## src/rtl/seg7_scan_driver.sv

```systemverilog
// Eight-digit common-anode 7-segment scan driver with per-frame input capture, blink and guard blanking.
// Optional SEG7_LEADING_ZERO_BLANK_EN: blank leading zero digits (digit 0 always shown).
module seg7_scan_driver #(
    parameter int SCAN_DIV   = 100000,
    parameter int GUARD      = 16,
    parameter int BLINK_HALF = 64
) (
    input  logic        clk,
    input  logic        rst,
    input  logic        EN,
    input  logic [31:0] Disp_num,
    input  logic [7:0]  LE,
    input  logic [7:0]  point,
    output logic [7:0]  AN,
    output logic [7:0]  SEGMENT,
    output logic        frame_start
);

    localparam int CW = $clog2(SCAN_DIV);
    localparam int FW = (BLINK_HALF > 1) ? $clog2(BLINK_HALF) : 1;
    localparam logic [CW-1:0] CNT_LAST   = CW'(SCAN_DIV - 1);
    localparam logic [CW-1:0] GUARD_CNT  = CW'(GUARD);
    localparam logic [FW-1:0] FRAME_LAST = FW'(BLINK_HALF - 1);

    logic [CW-1:0] cnt;
    logic [2:0]    idx;
    logic [FW-1:0] frame_cnt;
    logic          blink_phase;
    logic [31:0]   disp_s;
    logic [7:0]    le_s;
    logic [7:0]    point_s;

    logic          capture;
    logic [31:0]   disp_eff;
    logic [7:0]    le_eff;
    logic [7:0]    point_eff;
    logic [3:0]    nibble;
    logic          lit;
    logic [7:0]    an_d;
    logic [7:0]    seg_d;

    function automatic logic [6:0] hex_to_seg(input logic [3:0] h);
        logic [6:0] s;
        unique case (h)
            4'h0: s = 7'h40;
            4'h1: s = 7'h79;
            4'h2: s = 7'h24;
            4'h3: s = 7'h30;
            4'h4: s = 7'h19;
            4'h5: s = 7'h12;
            4'h6: s = 7'h02;
            4'h7: s = 7'h78;
            4'h8: s = 7'h00;
            4'h9: s = 7'h10;
            4'hA: s = 7'h08;
            4'hB: s = 7'h03;
            4'hC: s = 7'h46;
            4'hD: s = 7'h21;
            4'hE: s = 7'h06;
            default: s = 7'h0E;
        endcase
        return s;
    endfunction

`ifdef SEG7_LEADING_ZERO_BLANK_EN
    logic [7:0] lz_s;
    logic [7:0] lz_next;
    logic [7:0] lz_eff;
    logic       zero_run;

    always_comb begin
        zero_run = 1'b1;
        lz_next  = '0;
        for (int i = 7; i >= 1; i--) begin
            zero_run   = zero_run && (Disp_num[4*i +: 4] == 4'h0);
            lz_next[i] = zero_run;
        end
    end
`endif

    // On the capture cycle the shadow regs are still stale, so the output path
    // looks at the incoming values; keeps a frame coherent even with GUARD=0.
    always_comb begin
        capture   = (idx == 3'd0) && (cnt == '0);
        disp_eff  = capture ? Disp_num : disp_s;
        le_eff    = capture ? LE       : le_s;
        point_eff = capture ? point    : point_s;
        nibble    = disp_eff[{idx, 2'b00} +: 4];
        lit       = EN && (cnt >= GUARD_CNT) && !(blink_phase && le_eff[idx]);
`ifdef SEG7_LEADING_ZERO_BLANK_EN
        lz_eff    = capture ? lz_next : lz_s;
        lit       = lit && !lz_eff[idx];
`endif
        an_d  = 8'hFF;
        seg_d = 8'hFF;
        if (lit) begin
            an_d  = ~(8'd1 << idx);
            seg_d = {~point_eff[idx], hex_to_seg(nibble)};
        end
    end

    always_ff @(posedge clk) begin
        if (rst) begin
            cnt         <= '0;
            idx         <= 3'd0;
            frame_cnt   <= '0;
            blink_phase <= 1'b0;
            disp_s      <= '0;
            le_s        <= '0;
            point_s     <= '0;
            AN          <= 8'hFF;
            SEGMENT     <= 8'hFF;
            frame_start <= 1'b0;
`ifdef SEG7_LEADING_ZERO_BLANK_EN
            lz_s        <= '0;
`endif
        end else begin
            if (cnt == CNT_LAST) begin
                cnt <= '0;
                idx <= idx + 3'd1;
                if (idx == 3'd7) begin
                    if (frame_cnt == FRAME_LAST) begin
                        frame_cnt   <= '0;
                        blink_phase <= ~blink_phase;
                    end else begin
                        frame_cnt <= frame_cnt + 1'b1;
                    end
                end
            end else begin
                cnt <= cnt + 1'b1;
            end

            frame_start <= capture;
            if (capture) begin
                disp_s  <= Disp_num;
                le_s    <= LE;
                point_s <= point;
`ifdef SEG7_LEADING_ZERO_BLANK_EN
                lz_s    <= lz_next;
`endif
            end

            AN      <= an_d;
            SEGMENT <= seg_d;
        end
    end

endmodule

```

## config.mk

```make
export PLATFORM = sky130hd
export DESIGN_NAME = seg7_scan_driver
export DESIGN_NICKNAME = d
export VERILOG_FILES = /design/src/rtl/seg7_scan_driver.sv
export SDC_FILE = /design/constraint.sdc
export NUM_CORES = 1
export LEC_CHECK = 0
export CAP_MARGIN = 20
export CELL_PAD_IN_SITES_DETAIL_PLACEMENT = 1
export CELL_PAD_IN_SITES_GLOBAL_PLACEMENT = 2
export CORE_MARGIN = 5
export CORE_UTILIZATION = 30
export DETAILED_ROUTE_END_ITERATION = 8
export GPL_TIMING_DRIVEN = 0
export PLACE_DENSITY = 0.75
export SLEW_MARGIN = 5
export SYNTH_ARGS = -nofsm -noshare
export SYNTH_HDL_FRONTEND = slang
export SYNTH_SLANG_ARGS = --single-unit
```

## constraint.sdc

```tcl
create_clock -name clk -period 3.7 [get_ports clk]
set_clock_uncertainty 0.1 [all_clocks]
set_input_delay 0.37 -clock clk [delete_from_list [all_inputs] [get_ports clk]]
set_output_delay 0.37 -clock clk [all_outputs]
set_load 0.02 [all_outputs]
```

* After elaboration in Yosys (flattened, before gate mapping)
Memory sizes are Yosys's and may differ from the RTL's. A register that Yosys moved wholly into a read port is not among the register bits. Index checks and enable logic that the tools add are counted.
Cells by class: equality and inequality tests 3, $add $sub $neg 3, shifts and indexed selects 2, reduce and logical (&&, ||, !) cells 11, multiplexer cells 8, order comparisons 2, bitwise gates (word level) 4
Operators by type and width (number):
- 32-bit 2-to-1 mux | 1
- 32-bit by 6-bit indexed part select with 4-bit output | 1
- 17-bit by 1-bit adder with 17-bit output, second input constant | 1
- 17-bit equality test, second input constant | 1
- 17-bit by 5-bit >= comparator with 1-bit output, second input constant | 1
- 17-bit zero test | 1
- 8-bit 2-to-1 mux | 2
- 8-bit inverter | 1
- 1-bit by 3-bit << shifter with 8-bit output, first input constant | 1
- 6-bit by 1-bit adder with 6-bit output, second input constant | 1
- 1-bit binary-select mux with 3-bit select | 2
- 6-bit equality test, second input constant | 1
- 6-bit 2-to-1 mux | 1
- 1-bit logical AND | 4
- 3-bit by 4-bit < comparator with 1-bit output, second input constant | 1
- 2-bit OR reduction | 2
- 3-bit by 1-bit adder with 3-bit output, second input constant | 1
- 3-bit equality test, second input constant | 1
- 3-bit zero test | 1
- 1-bit inverter | 3
- 3-bit AND reduction | 1
- 1-bit 2-to-1 mux | 2
- 2-bit AND reduction | 1
- 1-bit zero test | 1
Word-level totals: output and inout bits 17, ROM bits 112, bits in registers 92, memories 1
Memory list:
- (name not given) | depth 16, width 7, rd ports 1, clocked after memory_dff 1, wr ports 0, line 44 | unique case (h)

* Depth between registers and ports, before layout
depth after elaboration 10, gate-level depth with buffers 14

* Worst setup path before layout
No wires, ideal clock.
path type register to register, start reg idx[0], end reg SEGMENT[5], library setup time 0.145 ns, arrival 3.394 ns, clock period less this slack 3.639 ns, slack 0.061 ns, stages on the path, launching flop included 15, path buffers 2, cells stage by stage dfxtp_1 clkinv_1 buf_1 ha_1 nand4_4 nor2_8 buf_12 mux2i_1 mux4_2 mux2i_4 inv_1 ha_1 mux2_1 nand2_1 o211ai_1
Between the ends: longest elaborated chain between the ends 10
RTL lines:
- start, declared | line 26 | logic [2:0] idx;
- start signal, assigned | line 120 | idx <= idx + 3'd1;
- 3-bit zero test | line 84 | capture = (idx == 3'd0) && (cnt == '0);
- 1-bit logical AND | line 84
- 8-bit 2-to-1 mux
- 1-bit binary-select mux with 3-bit select | line 89 | lit = EN && (cnt >= GUARD_CNT) && !(blink_phase && le_eff[idx]);
- 1-bit 2-to-1 mux (not written as such) | line 89
- 1-bit logical AND | line 89
- 1-bit zero test | line 89
- 1-bit logical AND | line 89
- 1-bit inverter (no line)
- 2-bit OR reduction (no line)
- end, declared | line 15 | output logic [7:0] SEGMENT,
Several ways; a longest one is shown, not always the timed one. The select of a mux whose other input is x is not followed. A chain may end at the register's enable or synchronous reset.

* Worst setup path after layout
Ends and elaborated chain as after synthesis.

==> results.cfg <==
[final_layout]
register_area_um2 = 1840
layout_commonest_cell = dfxtp_1
drive_gt1_share_pct = 11.8
fillers = 1671
design_area_um2 = 5730
nets = 610
final_cell_mix = 92 x dfxtp_1, 84 x nor2_1, 67 x clkdlybuf4s50_1, 57 x nand2_1, 51 x mux2i_1
synthToLayoutAreaGrowth_pct = 29.8
multiInputGateArea_um2 = 2400
antenna_cells = 0

[setup_path]
required_ps = 3800
r2r-end = SEGMENT[5]
cp_max_fo = 11
critical-path-slowest-cell = mux4_2
critPathKind = flop to flop
worst-path-buf-inv = 4
crit_family = multiplexers
rr_worst_depth = 14
cp.arrival_ps = 3550
rrSetupSlack_ps = 260
cp_slowest_stage_delay_ps = 520
r2r_start = idx[0]
cp-end-kind = flop
startpoint_type = flop
cp_cell_sequence = clkinv_2, buf_6, ha_2, nand4_4, nor2_8, buf_12, mux2i_1, mux4_2, mux2i_4, inv_1, ha_1, mux2_1, nand2_1, o211ai_1

[cts]
cts_tree = built
cts.clk_slew.worst_paths_ps = 70
clk_latency_ps = 350
clockRootBuffer = clkbuf_16
clockBufferDepth = 2
cts_buffers = 9
clock_sinks = 92
htree_num_levels = 3

[timing]
fin_crit_ps = 3440
hold_ws_ps = 371
rsz0062_at_grt = no
fin_ws_ps = 256
slew_headroom_pct = 52.6
slew_violations = 0
finalHoldViolCount = 0
setup_viol = 0
max_freq_mhz = 290
tightest_slew_ps = 711
fin_crit_sh_pct = 93.1

[die]
core_um2 = 14500
start_util_pct = 30.5
row_count = 44
pin_count = 68
die_x_um = 131
die_area_um2 = 17200
die_h_um = 131

[place]
hpwl_um = 9320
placement.cell_area_um2 = 5320
io_buffers = 67
pre_cts_ws_ps = -896
gp_congestion = 0.786

[power_and_ir_drop]
swShare_pct = 25.6
combPwrFrac_pct = 17.1
switchingPower_w = 0.000665
power.density_nw_per_um2 = 454
p_int_w = 0.00193
seqPwrFrac_pct = 41.2
vdd_ir_drop_max_mv = 0.194
p_leak_nw = 2.28
clock_power_share_pct = 41.8

[synthesis]
synth_edf_count = 0
seq_area_frac_synth_pct = 41.7
synth.distinct_cells = 48
yosys_warnings = 0
synth_top_area_share_pct = 41.7
synth_area_leaders = dfxtp_1 42%, mux2i_1 12%, nor2_1 7.1%, mux4_2 5.6%, nand2_1 4.8%
syn-num-nets = 525
synth-main-ff-cell = dfxtp_1
synthArstFlopShare_pct = 0
synth_area_per_cell_um2 = 9.62
yosys_register_bits = 92
yosys.area.top_type = dfxtp_1
netlist_instances = 459
synthesis.area_um2 = 4420

[route]
drtIter0Drc = 139
postRouteAntennaNets = 0
vias = 3530
drc = 0
finalWirelength_um = 12400
drt-pass1-iter-count = 4
vias_per_cell = 4.82
routedWlPerCell_um = 16.9

[worst_hold_path]
hold_path_end = cnt[0]
hold_path.class = flop to flop
hold_start = cnt[0]
whs_path_depth = 1

[grt]
grt_use_total_pct = 14.5
gr-total-overflow = 0
grt_pass1_vias = 3814
grt_max_degree = 17
grt_pass1_wl_um = 20300
grt_antenna_before_repair = 0

[flow_run]
drv_cap = 0

[status]
status = finished clean
sequential cells by signal, indices dropped and copies added (netlist names):
| name | count |
|---|---|
| idx | 3 |
| disp_s | 32 |
| point_s | 8 |
| blink_phase | 1 |
| frame_start | 1 |
| AN | 8 |
| SEGMENT | 8 |
| cnt | 17 |
| frame_cnt | 6 |
| le_s | 8 |
cell usage after synthesis (3+ instances only):
library cell,count
nor4_4,3
buf_2,10
ha_1,15
a22oi_1,10
dfxtp_1,92
clkbuf_1,12
a211oi_1,9
and4_1,5
mux4_2,11
xor2_1,14
nand2_1,57
and2_1,3
inv_1,6
nand3_1,16
a21oi_1,3
nor2_1,84
o21ai_0,10
nand4_1,4
mux2i_1,51
xnor2_1,7
stage by stage:
stage / cells / TNS (ps) / utilization (%) / power, W
floorplan: 459 / 0 / - / 0.00137
global placement: 710 / -9810 / 36.7 / 0.00150
detailed placement: 710 / -10540 / 36.7 / 0.00152
CTS: 731 / 0 / 39.5 / 0.00263
global route: 733 / 0 / 39.6 / 0.00272
finish: 733 / 0 / 39.6 / 0.00260
layer usage:
layer	part of all wire [%]	global-route usage [%]
met5	0	0
met4	1.2	3.94
met3	4.2	2.87
met2	48	24.5
met1	46	19.0
worst max-delay path by stage:
| stage | start | slack, ps | cells past startpoint | to |
|---|---|---|---|---|
| 5_1_grt | idx[0] | 50 | 14 | SEGMENT[5] |
| 4_1_cts | idx[0] | 110 | 14 | SEGMENT[5] |
| 3_5_place_dp | idx[0] | -900 | 14 | SEGMENT[5] |
| 3_3_place_gp | idx[0] | -830 | 14 | SEGMENT[5] |
| 6_report | idx[0] | 260 | 14 | SEGMENT[5] |
| 2_1_floorplan | idx[0] | 60 | 14 | SEGMENT[5] |
power by group through the flow:
stage / registers, W / clock network, W / logic, W
after global placement: 0.00109 / 0 / 0.000414
after floorplan: 0.00109 / 0 / 0.000286
final: 0.00107 / 0.00109 / 0.000444
after global routing: 0.00108 / 0.00116 / 0.000484
after detailed placement: 0.00109 / 0 / 0.000425
after CTS: 0.00107 / 0.00112 / 0.000444
area by class of cell:
cell class              instances  share of cell area, %
multi-input cells             332                   42.0
inverters                       9                  0.633
well taps                     184                   4.02
clock inverters                 7                   2.14
flip-flops and latches         92                   32.1
clock buffers                   9                   3.93
plain buffers                  26                   2.53
repair buffers                 74                   12.6
cells by family after synthesis:
kind of cell / Yosys count / synth area share (%)
xor+xnor: 21 / 4.17
compound gates: 42 / 6.91
buf+inv: 35 / 3.88
simple gates: 188 / 20.6
fa+ha+maj: 15 / 4.25
mux: 66 / 18.4
flops: 92 / 41.7
what timing repair did:
action	4_1_cts	5_1_grt
hold buffers	0	0
setup buffers	5	2
endpoints found under the setup margin	16	2
gates resized for setup	9	0
pin swaps	2	0
(Power assumes the default switching activity.)
